[src/rtl/speed_ctrl.sv]
// speed_ctrl: turns bouncing up/down push-buttons into a saturating 4-bit
// speed level and paces the game engine with a one-cycle tick whose period
// is PRESCALE * (16 - applied level) clock cycles.
module speed_ctrl #(
    parameter int PRESCALE        = 4,
    parameter int DEBOUNCE_CYCLES = 8,
    parameter int MAX_LEVEL       = 15
) (
    input  logic       clk,
    input  logic       rst_n,
    input  logic       up_btn,
    input  logic       down_btn,
    input  logic       pause,
    output logic [3:0] level,
    output logic       level_chg,
    output logic       tick
);

    localparam int DBW = $clog2(DEBOUNCE_CYCLES + 1);
    localparam int PSW = (PRESCALE > 1) ? $clog2(PRESCALE) : 1;

    localparam logic [3:0]     MAX_LVL = 4'(MAX_LEVEL);
    localparam logic [DBW-1:0] DB_LAST = DBW'(DEBOUNCE_CYCLES - 1);
    localparam logic [PSW-1:0] PS_LAST = PSW'(PRESCALE - 1);

    // Bit 0 carries the up button, bit 1 the down button.
    logic [1:0]     raw;
    logic [1:0]     sync_a;
    logic [1:0]     sync_b;
    logic [1:0]     deb;
    logic [1:0]     deb_d;
    logic [DBW-1:0] db_cnt [2];
    logic [1:0]     press;

    logic [3:0]     next_level;

    logic [PSW-1:0] pres_cnt;
    logic [3:0]     step_cnt;
    logic [3:0]     applied;
    logic           strobe;
    logic           step_last;

    function automatic logic [3:0] sat_inc(input logic [3:0] v);
        return (v >= MAX_LVL) ? MAX_LVL : v + 4'd1;
    endfunction

    function automatic logic [3:0] sat_dec(input logic [3:0] v);
        return (v == 4'd0) ? 4'd0 : v - 4'd1;
    endfunction

    assign raw = {down_btn, up_btn};

    // Two-flop synchronizer for the asynchronous button inputs.
    always_ff @(posedge clk or negedge rst_n) begin
        if (!rst_n) begin
            sync_a <= '0;
            sync_b <= '0;
        end else begin
            sync_a <= raw;
            sync_b <= sync_a;
        end
    end

    // Debounce: accept a new value only after DEBOUNCE_CYCLES consecutive
    // differing samples; any sample matching the accepted state restarts it.
    always_ff @(posedge clk or negedge rst_n) begin
        if (!rst_n) begin
            deb <= '0;
            for (int i = 0; i < 2; i++) begin
                db_cnt[i] <= '0;
            end
        end else begin
            for (int i = 0; i < 2; i++) begin
                if (sync_b[i] == deb[i]) begin
                    db_cnt[i] <= '0;
                end else if (db_cnt[i] == DB_LAST) begin
                    deb[i]    <= sync_b[i];
                    db_cnt[i] <= '0;
                end else begin
                    db_cnt[i] <= db_cnt[i] + DBW'(1);
                end
            end
        end
    end

    // Delayed debounced state so a press is a single-cycle rising edge.
    always_ff @(posedge clk or negedge rst_n) begin
        if (!rst_n) begin
            deb_d <= '0;
        end else begin
            deb_d <= deb;
        end
    end

    assign press = deb & ~deb_d;

    // Level arbitration: simultaneous up and down presses cancel out.
    always_comb begin
        next_level = level;
        unique case (press)
            2'b01:   next_level = sat_inc(level);
            2'b10:   next_level = sat_dec(level);
            default: next_level = level;
        endcase
    end

    // Registered level; the change pulse fires only on a real value change.
    always_ff @(posedge clk or negedge rst_n) begin
        if (!rst_n) begin
            level     <= 4'd0;
            level_chg <= 1'b0;
        end else begin
            level     <= next_level;
            level_chg <= (next_level != level);
        end
    end

    assign strobe    = !pause && (pres_cnt == PS_LAST);
    assign step_last = (step_cnt == (4'd15 - applied));

    // Tick generator: prescaler feeds a step counter whose target is fixed
    // for the whole period; the requested level is adopted only at a tick.
    always_ff @(posedge clk or negedge rst_n) begin
        if (!rst_n) begin
            pres_cnt <= '0;
            step_cnt <= 4'd0;
            applied  <= 4'd0;
            tick     <= 1'b0;
        end else begin
            tick <= 1'b0;
            if (!pause) begin
                if (pres_cnt == PS_LAST) begin
                    pres_cnt <= '0;
                end else begin
                    pres_cnt <= pres_cnt + PSW'(1);
                end
            end
            if (strobe) begin
                if (step_last) begin
                    step_cnt <= 4'd0;
                    tick     <= 1'b1;
                    applied  <= level;
                end else begin
                    step_cnt <= step_cnt + 4'd1;
                end
            end
        end
    end

endmodule

[config.mk]
export PLATFORM = sky130hd
export DESIGN_NAME = speed_ctrl
export DESIGN_NICKNAME = d
export VERILOG_FILES = /design/src/rtl/speed_ctrl.sv
export SDC_FILE = /design/constraint.sdc
export NUM_CORES = 1
export LEC_CHECK = 0
export BUFFER_PORTS_ARGS = -buffer_cell sky130_fd_sc_hd__clkbuf_2
export CAP_MARGIN = 30
export CORE_AREA = 4 4 46 78
export DETAILED_ROUTE_END_ITERATION = 8
export DIE_AREA = 0 0 50 82
export HOLD_SLACK_MARGIN = 0.02
export PLACE_DENSITY = 0.73
export SYNTH_ARGS = -nofsm -noshare
export SYNTH_HDL_FRONTEND = slang
export SYNTH_SLANG_ARGS = --single-unit
[constraint.sdc]
create_clock -name clk -period 5.5 [get_ports clk]
set_input_delay 0.55 -clock clk [delete_from_list [all_inputs] [get_ports clk]]
set_output_delay 0.55 -clock clk [all_outputs]
set_load 0.1 [all_outputs]
Word level (Yosys, flattened, before mapping) --
Index checks and enable logic that the tools add are counted.
Storage, ports and cells: input bits 5, logic and storage cells 51, output and inout bits 6, register bits after elaboration 32
Operators by class: multiplexer cells 11, reduce and logical (&&, ||, !) cells 6, bitwise logic cells 4, eq/ne operators 9, order comparisons 1, $add $sub $neg 7
Operator list (number):
- 2-to-1 mux 4 bit | 7
- adder 4 x 1 -> 4 bit, second input constant | 4
- == test 4 x 3 -> 1 bit, second input constant | 2
- case mux 4 bit (2 select lines) | 1
- AND reduction 2 bit | 3
- == test 2 bit, second input constant | 2
- == test 4 bit | 1
- greater-or-equal comparator 4 bit, second input constant | 1
- logical NOT 4 bit | 1
- inequality test 4 bit | 1
- subtractor 4 x 1 -> 4 bit, second input constant | 1
- subtractor 4 bit, first input constant | 1
- adder 2 x 1 -> 2 bit, second input constant | 1
- AND 2 bit | 1
- == test 1 bit | 2
- == test 2 x 1 -> 1 bit, second input constant | 1
- 2-to-1 mux 1 bit | 2
- 2-to-1 mux 2 bit | 1
- NOT 1 bit | 2
- NOT 2 bit | 1
- logical AND 1 bit | 1
- logical NOT 1 bit | 1

Depth between registers and ports, before layout --
depth in word-level cells 5, gate-level depth with buffers 7, gate-level depth less buffers 7

Worst setup path after synthesis --
Ideal clock, no wire load.
kind register to register, start point register level[0], end point register level_chg, arrival 2.232 ns, path slack 3.125 ns, setup time 0.143 ns, stages on the path, launching flop included 6, path buffers 0, cells stage by stage dfrtp_1 > inv_1 > ha_1 > o221a_2 > a2111oi_0 > a31oi_1
Between the ends: longest elaborated chain between the ends 4, elaborated cells between the ends (all ways) 8
Ends and longest elaborated chain:
- start, declared | RTL line 14 | output logic [3:0] level,
- start signal, assigned | RTL line 113 | level <= next_level;
- subtractor 4 x 1 -> 4 bit (tied with other cells) | RTL line 48 | return (v == 4'd0) ? 4'd0 : v - 4'd1;
- 2-to-1 mux 4 bit (on tied branches) | RTL line 48, 44
- case mux 4 bit (2 select lines) | RTL line 100 | unique case (press)
- inequality test 4 bit * | RTL line 114 | level_chg <= (next_level != level);
- end signal, assigned | RTL line 114
- end, declared | RTL line 15 | output logic level_chg,
Mark *: on every way between the ends. The rest lies on a longest branch, timed or not. A chain may end at the register's enable or synchronous reset.

Final worst setup path --
start point register level[3], end point output level[3]
No word-level cell between the ends.

==> results.py <==
metrics = {
    "finish": {
        "diodes": 0,
        "fin_area_sq_um": 1760,
        "layout-drive-gt1-share": 0.205,
        "seqCellArea_sq_um": 801,
        "num-fill-cells": 239,
        "layout.nets": 168,
        "multi_input_area_sq_um": 717,
        "syn_to_final_growth_pct": 12.2,
    },
    "critical_path": {
        "path_delay_family": "flip-flops",
        "critPathBufInv": 1,
        "r2r-end": "level_chg",
        "slowest_delay_ps": 610,
        "worst_setup_path_start_kind": "flop",
        "r2r_cells": 7,
        "worst_ep_required_time_ps": 4950,
        "reg2reg_slack_ps": 3590,
        "r2r-start": "deb[1]",
        "crit_fanout": 15,
        "worstSetupPathType": "flop to primary output",
        "crit_slowest_cell": "dfrtp_1",
        "cp-end-kind": "primary output",
        "crit_chain": "clkbuf_2",
        "arrival_ps": 1430,
    },
    "clocking": {
        "cts-root-buf": "clkbuf_8",
        "clk_path_buf_depth": 2,
        "cts-hold-fix-buffers": 0,
        "clk_latency_ps": 280,
        "postCtsSetupBuffers": 0,
        "h-tree-depth": 2,
        "path_clk_slew_ps": 60,
        "clock-sinks": 32,
        "cts_tree": "built",
        "cts_buffers": 5,
        "ctsResizeCount": 0,
    },
    "power": {
        "p_total_mw": 0.995,
        "power_density_nw_per_um2": 565,
        "peakVddDrop_uv": 458,
        "p_leak_nw": 0.870,
    },
    "flow_run": {
        "maxCapViolCount": 0,
    },
    "routing": {
        "drt-total-wl_mm": 2.58,
        "drc_errors": 0,
        "wl_per_cell_um": 13.0,
        "drt_iter0_drc": 33,
        "via_per_inst": 5.44,
        "final_antenna_net_count": 0,
        "firstDrtPassIters": 4,
        "route.vias.total": 1077,
    },
    "synth": {
        "synth.area.top_cells": "dfrtp_1 51%, ha_1 6.4%, mux2_4 3.8%, nor2_1 3.3%, xor2_1 3.3%",
        "syn_area_sq_um": 1570,
        "synthArstFlopShare": 1.00,
        "syn_area_per_cell_sq_um": 11.1,
        "synth_edf_count": 0,
        "synth_warnings": 0,
        "synth_cell_types": 36,
        "yosysMostFrequentCell": "dfrtp_1",
        "yosysSeqAreaShare": 0.510,
        "synth_common_cells": "32 x dfrtp_1, 14 x nor2_1",
        "syn_inst": 141,
        "ys.flop_type": "dfrtp_1",
        "ys_seq_elements": 32,
        "synth_nets": 154,
        "synth_top_cell_by_area": "dfrtp_1",
        "synth_top_area_frac": 0.510,
    },
    "timing": {
        "fin_skew_ps": 3.49,
        "finalWorstSetupSlack_ps": 3520,
        "fin_tns_setup_ps": 0,
        "relSlewSlack": 0.491,
        "worst_pin_slew_ps": 764,
        "final.min_clock_period_ps": 1980,
        "rsz0062_at_grt": "no",
        "finalSetupViolations": 0,
        "finalCritPeriodShare": 0.360,
        "finalHoldViolations": 0,
        "slew_violations": 0,
        "hold_ws_ps": 334,
        "fmax_mhz": 506,
    },
    "placed_design": {
        "portBuffers": 10,
        "dpl_cell_area_sq_um": 1650,
        "dp.final_hpwl_mm": 1.94,
        "dpl_worst_slack_ps": 3640,
        "place.gp.congestion": 0.836,
    },
    "global_routing": {
        "antenna_found_initial": 0,
        "grt_first_pass_wirelength_mm": 4.62,
        "grt_pass1_vias": 1098,
        "grt_max_degree": 33,
        "grt_usage": 0.149,
        "grt_overflow": 0,
    },
    "hold_path": {
        "hold_path_class": "input pin to asynchronous set/reset pin",
    },
    "die": {
        "core-area_sq_um": 2960,
        "die_h_um": 82,
        "fp-row-count": 26,
        "ios": 11,
        "die_area_sq_um": 4100,
        "die_w_um": 50,
        "start_util": 0.530,
    },
    "status": {
        "outcome": "completed",
    },
}
==> state kept, by name (all words and copies together), names as in the netlist <==
name,cells
tick,1
sync_b,2
level,4
pres_cnt,2
applied,4
sync_a,2
deb_d,2
deb,2
db_cnt,8
step_cnt,4
level_chg,1
==> layout make-up <==
| type | count | area share |
|---|---|---|
| clock buffers | 6 | 0.0412 |
| clock inverters | 2 | 0.0199 |
| inverters | 9 | 0.0192 |
| multi-input cells | 97 | 0.407 |
| flip-flops and latches | 32 | 0.455 |
| well taps | 42 | 0.0298 |
| repair buffers | 10 | 0.0284 |
==> stage by stage <==
step	util	std cells
4_1_cts	0.595	198
6_report	0.595	198
3_3_place_gp	0.559	190
3_5_place_dp	0.559	190
5_1_grt	0.595	198
2_1_floorplan	-	141
==> cell usage in the layout, fill, tap and decap left out, types with 2 or more instances in the layout <==
cell and count:
dfrtp_1 32, nor2_1 14, clkbuf_2 10, nor3_1 8, inv_1 8, a21oi_1 8
ha_1 8, xor2_1 6, xnor2_1 5, clkbuf_8 5, nand2_1 4, nor2b_1 4
mux2_2 4, mux2_4 4, nand2b_1 3, a31oi_1 3, nand4_1 3, nand3_1 3
a2111oi_0 2, o21ai_0 2, a21o_1 2
==> layer usage <==
metal,vias to the layer above,part of all wire,wire (um),global-route usage
li1,524,-,-,-
met1,510,0.42,1080,0.161
met2,31,0.50,1280,0.249
met3,12,0.040,102,0.0399
met4,0,0.043,111,0.105
met5,-,0,0,0
==> power by group <==
| group | switching, mW | internal (mW) |
|---|---|---|
| clock | 0.0790 | 0.134 |
| combinational | 0.261 | 0.141 |
| sequential | 0.0778 | 0.302 |
==> worst max path at each step <==
stage,start,slack (ps),end,cells past startpoint
6_report,level[3],3520,level[3],1
5_1_grt,deb[1],3440,level_chg,6
4_1_cts,level[3],3510,level[3],1
3_5_place_dp,deb[1],3640,level_chg,6
3_3_place_gp,deb[1],3690,level_chg,7
2_1_floorplan,level[0],3130,level_chg,5
==> cells by family (layout without fill, tap and decap cells) <==
kind of cell	count (synthesis)	after routing	synth area share
and+or+nand+nor	45	45	0.155
DFF	32	32	0.510
AOI/OAI and AO/OA	25	25	0.109
buffers and inverters	12	27	0.0335
xor gates and xnor gates	11	11	0.0614
adders and majority gates	8	8	0.0637
muxes	8	8	0.0669
(Power assumes the default switching activity.)
